`src/rtl/fifo_rd_ctrl.sv`:
```
// rtl/fifo_rd_ctrl.sv - read-side controller of the dual-clock DSI transmit FIFO
module fifo_rd_ctrl #(
    parameter int ADDR_W      = 4,
    parameter int DATA_W      = 24,
    parameter int SYNC_STAGES = 2
) (
    input  logic                clk,
    input  logic                rst,
    input  logic [ADDR_W:0]     wptr_gray,
    output logic [ADDR_W:0]     rptr_gray,
    output logic [ADDR_W-1:0]   ram_addr,
    output logic                ram_re,
    input  logic [DATA_W-1:0]   ram_rdata,
    output logic [DATA_W-1:0]   out_data,
    output logic                out_valid,
    input  logic                out_ready,
    output logic [ADDR_W:0]     level
);
    localparam int PTR_W = ADDR_W + 1;

    logic [PTR_W-1:0]  sync_q [SYNC_STAGES];
    logic [PTR_W-1:0]  wsync_gray;
    logic [PTR_W-1:0]  wsync_bin;
    logic [PTR_W-1:0]  rptr_bin;
    logic [PTR_W-1:0]  next_rptr_bin;
    logic [DATA_W-1:0] buf_mem [2];
    logic [1:0]        buf_cnt;
    logic              pend;
    logic              hd;
    logic              tl;
    logic              empty;
    logic              pop;
    logic [2:0]        occ;

    // Plain flop chain; no logic between stages so each bit settles independently.
    always_ff @(posedge clk or posedge rst) begin
        if (rst) begin
            for (int i = 0; i < SYNC_STAGES; i++) sync_q[i] <= '0;
        end else begin
            sync_q[0] <= wptr_gray;
            for (int i = 1; i < SYNC_STAGES; i++) sync_q[i] <= sync_q[i-1];
        end
    end

    assign wsync_gray = sync_q[SYNC_STAGES-1];

    always_comb begin
        wsync_bin = '0;
        for (int i = 0; i < PTR_W; i++) wsync_bin[i] = ^(wsync_gray >> i);
    end

    assign empty     = (wsync_bin == rptr_bin);
    assign out_valid = (buf_cnt != 2'd0);
    assign out_data  = buf_mem[hd];
    assign pop       = out_valid && out_ready;

    // Words that will occupy the buffer after this edge if nothing new is issued.
    assign occ       = {1'b0, buf_cnt} + {2'b00, pend} - {2'b00, pop};
    assign ram_re    = !empty && (occ < 3'd2);
    assign ram_addr  = rptr_bin[ADDR_W-1:0];

    assign next_rptr_bin = rptr_bin + PTR_W'(ram_re);
    assign tl            = hd ^ buf_cnt[0];

    always_ff @(posedge clk or posedge rst) begin
        if (rst) begin
            rptr_bin   <= '0;
            rptr_gray  <= '0;
            pend       <= 1'b0;
            buf_cnt    <= 2'd0;
            hd         <= 1'b0;
            level      <= '0;
            buf_mem[0] <= '0;
            buf_mem[1] <= '0;
        end else begin
            assert (!(pend && buf_cnt == 2'd2));
            rptr_bin  <= next_rptr_bin;
            rptr_gray <= next_rptr_bin ^ (next_rptr_bin >> 1);
            pend      <= ram_re;
            if (pend) buf_mem[tl] <= ram_rdata;
            if (pop) hd <= ~hd;
            buf_cnt   <= buf_cnt + {1'b0, pend} - {1'b0, pop};
            level     <= (wsync_bin - rptr_bin) + PTR_W'(pend) + PTR_W'(buf_cnt);
        end
    end
endmodule

```
`config.mk`:
```
export PLATFORM = sky130hd
export DESIGN_NAME = fifo_rd_ctrl
export DESIGN_NICKNAME = d
export VERILOG_FILES = /design/src/rtl/fifo_rd_ctrl.sv
export SDC_FILE = /design/constraint.sdc
export NUM_CORES = 1
export LEC_CHECK = 0
export CAP_MARGIN = 20
export CORE_MARGIN = 5
export CORE_UTILIZATION = 57
export CTS_BUF_LIST = sky130_fd_sc_hd__clkbuf_2 sky130_fd_sc_hd__clkbuf_4 sky130_fd_sc_hd__clkbuf_8
export CTS_CLUSTER_SIZE = 8
export DETAILED_ROUTE_END_ITERATION = 10
export GPL_TIMING_DRIVEN = 0
export PLACE_DENSITY = 0.88
export SYNTH_ARGS = -nofsm -noshare
export SYNTH_HDL_FRONTEND = slang
export SYNTH_SLANG_ARGS = --single-unit
export TNS_END_PERCENT = 50
```
`constraint.sdc`:
```
create_clock -name clk -period 5.8 [get_ports clk]
set_clock_uncertainty 0.15 [all_clocks]
set_input_delay 1.16 -clock clk [delete_from_list [all_inputs] [get_ports clk]]
set_output_delay 1.16 -clock clk [all_outputs]
set_load 0.01 [all_outputs]
```
==> results of run 1 <==
synthesized netlist by cell type:
cell      number
nand3_1        2
dfrtp_1       76
ha_1          11
a21oi_1        2
buf_6          4
inv_1         18
xnor2_1       14
xor2_1         8
buf_2          3
clkbuf_1       1
or2_2          1
mux2_4        20
mux2_2        52
nand4_1        1
a21o_1         2
nand2_1        1
and2_1         1
o211a_1        1
or2_1          1
fa_1           4
per-stage QoR:
stage	instances	power, uW	utilization (%)	hold WS (ns)	area, um2
after global routing	386	3128	75.92	0.2086	4442
final	386	2913	75.92	0.2012	4442
after floorplan	223	1920	-	0.1812	3403
after detailed placement	370	2522	72.31	0.1856	4230
after global placement	369	2458	71.92	0.1825	4208
after CTS	386	2955	75.92	0.2036	4442
path summary, 6_finish.rpt:
check | startpoint | endpoint | slack (ns)
max in group asynchronous | rst | buf_mem[39]$_DFFE_PP0P_ | 3.90
worst min-delay path | sync_q[8]$_DFF_PP0_ | wsync_gray[3]$_DFF_PP0_ | 0.20
worst max register to register | buf_cnt[1]$_DFF_PP0_ | rptr_gray[1]$_DFF_PP0_ | 2.54
min in group asynchronous | rst | level[3]$_DFF_PP0_ | 1.05
worst max-delay path | out_ready | ram_re | 0.96
worst min register to register | sync_q[8]$_DFF_PP0_ | wsync_gray[3]$_DFF_PP0_ | 0.20
cell usage in the layout, fill, tap and decap left out, drive strengths merged:
cell,netlist,layout
a21o,2,2
a21oi,2,2
and2,1,1
buf,7,8
bufinv,0,1
clkbuf,1,12
clkdlybuf4s50,0,71
clkinv,0,3
clkinvlp,0,1
dfrtp,76,76
fa,4,4
ha,11,11
inv,18,18
mux2,72,72
nand2,1,1
nand3,2,2
nand4,1,1
o211a,1,1
or2,2,2
xnor2,14,14
xor2,8,8
power by group through the flow:
stage | registers (uW) | clock network, uW | logic, uW
final | 924 | 417 | 1570
after global routing | 953 | 450 | 1720
after CTS | 925 | 430 | 1600
after detailed placement | 929 | 0 | 1590
after global placement | 913 | 0 | 1540
after floorplan | 917 | 0 | 1000
flip-flops by register name, indices dropped and copies added (netlist names):
signal,flops
sync_q,5
buf_cnt,2
rptr_gray,4
rptr_bin,5
level,5
pend,1
wsync_gray,5
hd,1
buf_mem,48
routing by layer:
| metal | vias to the layer above | routed length, um | track usage (%) |
|---|---|---|---|
| met3 | 7 | 288 | 4.447 |
| met2 | 46 | 3168 | 28.84 |
| met4 | 0 | 91 | 8.368 |
| met1 | 969 | 2709 | 23.52 |
| met5 | - | 0 | 0 |
| li1 | 917 | - | - |
area by class of cell:
class / instances / area, um2
Buffer: 8 / 63.81
Sequential cell: 76 / 1902
Inverter: 18 / 70.07
Timing Repair Buffer: 72 / 730.7
Clock inverter: 5 / 60.06
Clock buffer: 11 / 151.4
Tap cell: 75 / 93.84
Multi-Input combinational cell: 121 / 1370
Fill cell: 377 / 1409
cells by family after synthesis:
family | Yosys count
mux | 72
simple gates | 7
compound gates | 5
fa+ha+maj | 15
flops | 76
xor+xnor | 22
buf+inv | 26
==> flow_metrics.env, run 1 <==
export IMPL_status="finished clean"
export IMPL_gr_total_overflow=0
export IMPL_clock_fmax_mhz=206.8
export IMPL_path_buf_inv=4
export IMPL_intPower_uw=1965
export IMPL_seq_area_frac_synth_pct=55.88
export IMPL_ys_ff_latch=76
export IMPL_antenna_cells=0
export IMPL_synth_cell_types=20
export IMPL_synth_mux_area_share_pct=26.03
export IMPL_pwr_density_cell_nw_per_um2=655.9
export IMPL_rsz0062_at_grt="no"
export IMPL_synth_top_area_cell="dfrtp_1"
export IMPL_grt_pass1_vias=2138
export IMPL_post_cts_buffers=0
export IMPL_min_path_cells=0
export IMPL_io_buffers=71
export IMPL_synthToLayoutAreaGrowth_pct=30.51
export IMPL_cts_max_path_buffers=2
export IMPL_ant_nets=0
export IMPL_drt_total_wl_um=6257
export IMPL_seqPwrFrac_pct=31.7
export IMPL_cp_cell_sequence="clkdlybuf4s50_1 > and2_1 > ha_1 > inv_1 > ha_1 > inv_1 > fa_1 > xnor2_1 > o211a_1 > clkdlybuf4s50_1"
export IMPL_cts_buffers=9
export IMPL_synth_area_um2=3403
export IMPL_gp_congestion=0.7241
export IMPL_antenna_found_initial=0
export IMPL_drt_initial_drc_count=60
export IMPL_finalHoldViolations=0
export IMPL_critPathLaunchType="input port"
export IMPL_yosysTopAreaCellShare_pct=55.88
export IMPL_fin_setup_tns_ns=0
export IMPL_finalCritPeriodShare_pct=83.39
export IMPL_critPathTopFamily="buffers and inverters"
export IMPL_track_usage_pct=18.16
export IMPL_comb_power_share_pct=54.0
export IMPL_cp_depth=10
export IMPL_rows=28
export IMPL_coreArea_um2=5851
export IMPL_htreeDepth=3
export IMPL_yosys_top_cells_area="dfrtp_1, mux2_2, mux2_4, ha_1, xnor2_1"
export IMPL_cp_max_fo=3
export IMPL_hold_path_class="flip-flop to flip-flop"
export IMPL_route_detailed_drc=0
export IMPL_clk_pin_slew_ns=0.08
export IMPL_clock_sinks=76
export IMPL_dpl_hpwl_um=4549
export IMPL_clkPwrFrac_pct=14.3
export IMPL_synthAdderAreaFrac_pct=6.397
export IMPL_synth_warning_count=0
export IMPL_r2r_cells=13
export IMPL_wl_per_cell_um=16.21
export IMPL_die_area_um2=7616
export IMPL_insertion_delay_ns=0.35
export IMPL_vdd_ir_drop_worst_uv=380.5
export IMPL_crit_slowest_cell="clkdlybuf4s50_1"
export IMPL_die_h_um=87.27
export IMPL_firstDrtPassIters=4
export IMPL_crit_arrival_ns=3.53
export IMPL_final_nets=353
export IMPL_switching_share_pct=32.55
export IMPL_slew_violations=0
export IMPL_end_kind="primary output"
export IMPL_cts_resized=0
export IMPL_clock_root_buffer="clkbuf_8"
export IMPL_syn_num_nets=270
export IMPL_p_leak_uw=0.002018
export IMPL_synth_compound_area_share_pct=1.029
export IMPL_avgSynthCellArea_um2=15.26
export IMPL_vias_per_cell=5.023
export IMPL_p_sw_uw=948.4
export IMPL_drv_cap=0
export IMPL_crit_required_ns=4.49
export IMPL_crit_type="input port to primary output"
export IMPL_post_place_ws_ns=0.9622
export IMPL_via_count=1939
export IMPL_synth_cells=223
export IMPL_slowest_delay_ns=0.55
export IMPL_slew_headroom_pct=61.79
export IMPL_synthXorXnorAreaFrac_pct=5.662
export IMPL_layout_setup_ws_ns=0.9636
export IMPL_synth_top_family_by_area="multiplexers"
export IMPL_setup_viol=0
export IMPL_hold_buffers=0
export IMPL_fin_crit_ns=4.836
export IMPL_ios=72
export IMPL_cts_tree="built"
export IMPL_die_w_um=87.27
export IMPL_worst_pin_slew_ns=0.5732
export IMPL_start_util_pct=58.17
export IMPL_synth_simple_gate_area_share_pct=1.140
export IMPL_grt_max_degree=40
export IMPL_grt_pass1_wl_um=10360
export IMPL_layout_drive_gt1_share_pct=31.51
(Power assumes the default switching activity.)
==> run 2, diff against run 1 <==
--- a/config.mk
+++ b/config.mk
@@ -7,12 +7,12 @@
 export LEC_CHECK = 0
 export CAP_MARGIN = 20
 export CORE_MARGIN = 5
-export CORE_UTILIZATION = 57
+export CORE_UTILIZATION = 53
 export CTS_BUF_LIST = sky130_fd_sc_hd__clkbuf_2 sky130_fd_sc_hd__clkbuf_4 sky130_fd_sc_hd__clkbuf_8
 export CTS_CLUSTER_SIZE = 8
 export DETAILED_ROUTE_END_ITERATION = 10
 export GPL_TIMING_DRIVEN = 0
-export PLACE_DENSITY = 0.88
+export PLACE_DENSITY = 0.83
 export SYNTH_ARGS = -nofsm -noshare
 export SYNTH_HDL_FRONTEND = slang
 export SYNTH_SLANG_ARGS = --single-unit
==> constraint.sdc (replaced) <==
create_clock -name clk -period 5 [get_ports clk]
set_clock_uncertainty 0.15 [all_clocks]
set_input_delay 1 -clock clk [delete_from_list [all_inputs] [get_ports clk]]
set_output_delay 1 -clock clk [all_outputs]
set_load 0.01 [all_outputs]
==> flow_metrics.env, run 2 (synthesis gave the netlist of run 1 again) <==
export IMPL_p_leak_uw=0.002025
export IMPL_coreArea_um2=6314
export IMPL_route_detailed_drc=0
export IMPL_die_w_um=90.13
export IMPL_drt_initial_drc_count=47
export IMPL_ios=72
export IMPL_clock_fmax_mhz=220.5
export IMPL_track_usage_pct=16.10
export IMPL_firstDrtPassIters=4
export IMPL_worst_pin_slew_ns=0.6174
export IMPL_finalHoldViolations=0
export IMPL_htreeDepth=3
export IMPL_crit_arrival_ns=3.38
export IMPL_cts_resized=0
export IMPL_final_nets=353
export IMPL_rsz0062_at_grt="no"
export IMPL_clock_sinks=76
export IMPL_vias_per_cell=4.990
export IMPL_antenna_found_initial=0
export IMPL_cts_buffers=9
export IMPL_post_cts_buffers=0
export IMPL_final_common_cell="dfrtp_1"
export IMPL_place_inst=372
export IMPL_vdd_ir_drop_worst_uv=431.9
export IMPL_synthToLayoutAreaGrowth_pct=30.81
export IMPL_cts_tree="built"
export IMPL_clk_pin_slew_ns=0.07
export IMPL_start_util_pct=53.90
export IMPL_power_uw=3412
export IMPL_rows=29
export IMPL_insertion_delay_ns=0.34
export IMPL_via_count=1931
export IMPL_finalCritPeriodShare_pct=90.69
export IMPL_hold_path_class="flip-flop to flip-flop"
export IMPL_die_h_um=90.13
export IMPL_mostFrequentLayoutCells="dfrtp_1, clkdlybuf4s50_1, mux2_2"
export IMPL_layout_drive_gt1_share_pct=31.29
export IMPL_grt_pass1_wl_um=10440
export IMPL_antenna_cells=0
export IMPL_cp_max_fo=3
export IMPL_wl_per_cell_um=16.28
export IMPL_instances_no_fill=387
export IMPL_slew_violations=0
export IMPL_setup_viol=0
export IMPL_crit_required_ns=3.85
export IMPL_gr_total_overflow=0
export IMPL_largest_reg_flops=48
export IMPL_hold_worst_slack_ns=0.2072
export IMPL_die_area_um2=8123
export IMPL_clock_root_buffer="clkbuf_8"
export IMPL_slew_headroom_pct=58.84
export IMPL_ant_nets=0
export IMPL_dpl_hpwl_um=4607
export IMPL_hold_buffers=0
export IMPL_critPathLaunchType="input port"
export IMPL_grt_pass1_vias=2102
export IMPL_fin_setup_tns_ns=0
export IMPL_utilization_pct=70.51
export IMPL_top_register="buf_mem"
export IMPL_status="finished clean"
export IMPL_drt_total_wl_um=6300
export IMPL_cts_max_path_buffers=2
export IMPL_io_buffers=71
export IMPL_end_kind="primary output"
export IMPL_drv_cap=0
export IMPL_fin_crit_ns=4.535
export IMPL_pwr_density_cell_nw_per_um2=766.5
export IMPL_crit_type="input port to primary output"
export IMPL_gp_congestion=0.7361
export IMPL_grt_max_degree=40
[run 2: cell types whose count changed in the layout (fill, tap and decap cells not counted)]
cell,before,now
bufinv_16,1,2
clkbuf_4,0,1
clkbuf_8,11,10
clkinv_4,2,1
clkinvlp_4,1,0
[run 2: metrics by stage]
stage / area, um2 / worst slack [ns]
detailed placement: 4233 / 0.4669
global placement: 4210 / 0.4526
floorplan: 3403 / 1.514
finish: 4452 / 0.4653
global route: 4452 / 0.3448
CTS: 4452 / 0.4505
[run 2: critical path, stage by stage]
cell and delay [ns]:
clkdlybuf4s50_1 0.45, and2_1 0.15, ha_1 0.23, inv_1 0.06, ha_1 0.13, inv_1 0.05
fa_1 0.37, xnor2_1 0.15, o211a_1 0.23, clkdlybuf4s50_1 0.56
[run 2: cell type report]
cell class / count / area (um2)
inverters: 18 / 70.07
multi-input cells: 121 / 1370
repair buffers: 72 / 730.7
flip-flops and latches: 76 / 1902
plain buffers: 8 / 63.81
well taps: 77 / 96.34
clock inverters: 4 / 73.82
fillers: 465 / 1862
clock buffers: 11 / 145.1
[run 2: path summary, 6_finish.rpt]
kind                                           start                 endpoint  slack, ns  cells past startpoint
worst max-delay path                       out_ready                   ram_re       0.47                     10
worst min-delay path             sync_q[8]$_DFF_PP0_  wsync_gray[3]$_DFF_PP0_       0.21                      0
worst max register to register  buf_cnt[1]$_DFF_PP0_   rptr_gray[3]$_DFF_PP0_       1.71                     14
worst min register to register   sync_q[8]$_DFF_PP0_  wsync_gray[3]$_DFF_PP0_       0.21                      0
max in group asynchronous                        rst  buf_mem[33]$_DFFE_PP0P_       3.25                      3
min in group asynchronous                        rst      sync_q[9]$_DFF_PP0_       0.90                      2
[run 2: layer usage]
layer / track usage, % / share of wire, % / vias up
met4: 7.816 / 1.7 / 0
met5: 0 / 0 / -
li1: - / - / 912
met2: 24.94 / 50 / 47
met3: 3.589 / 3.9 / 9
met1: 21.46 / 45 / 963
[run 2: power breakdown]
part	internal (uW)	switching (uW)	total (uW)
Clock	298	214	512
Sequential	916	155	1070
Combinational	1110	724	1830
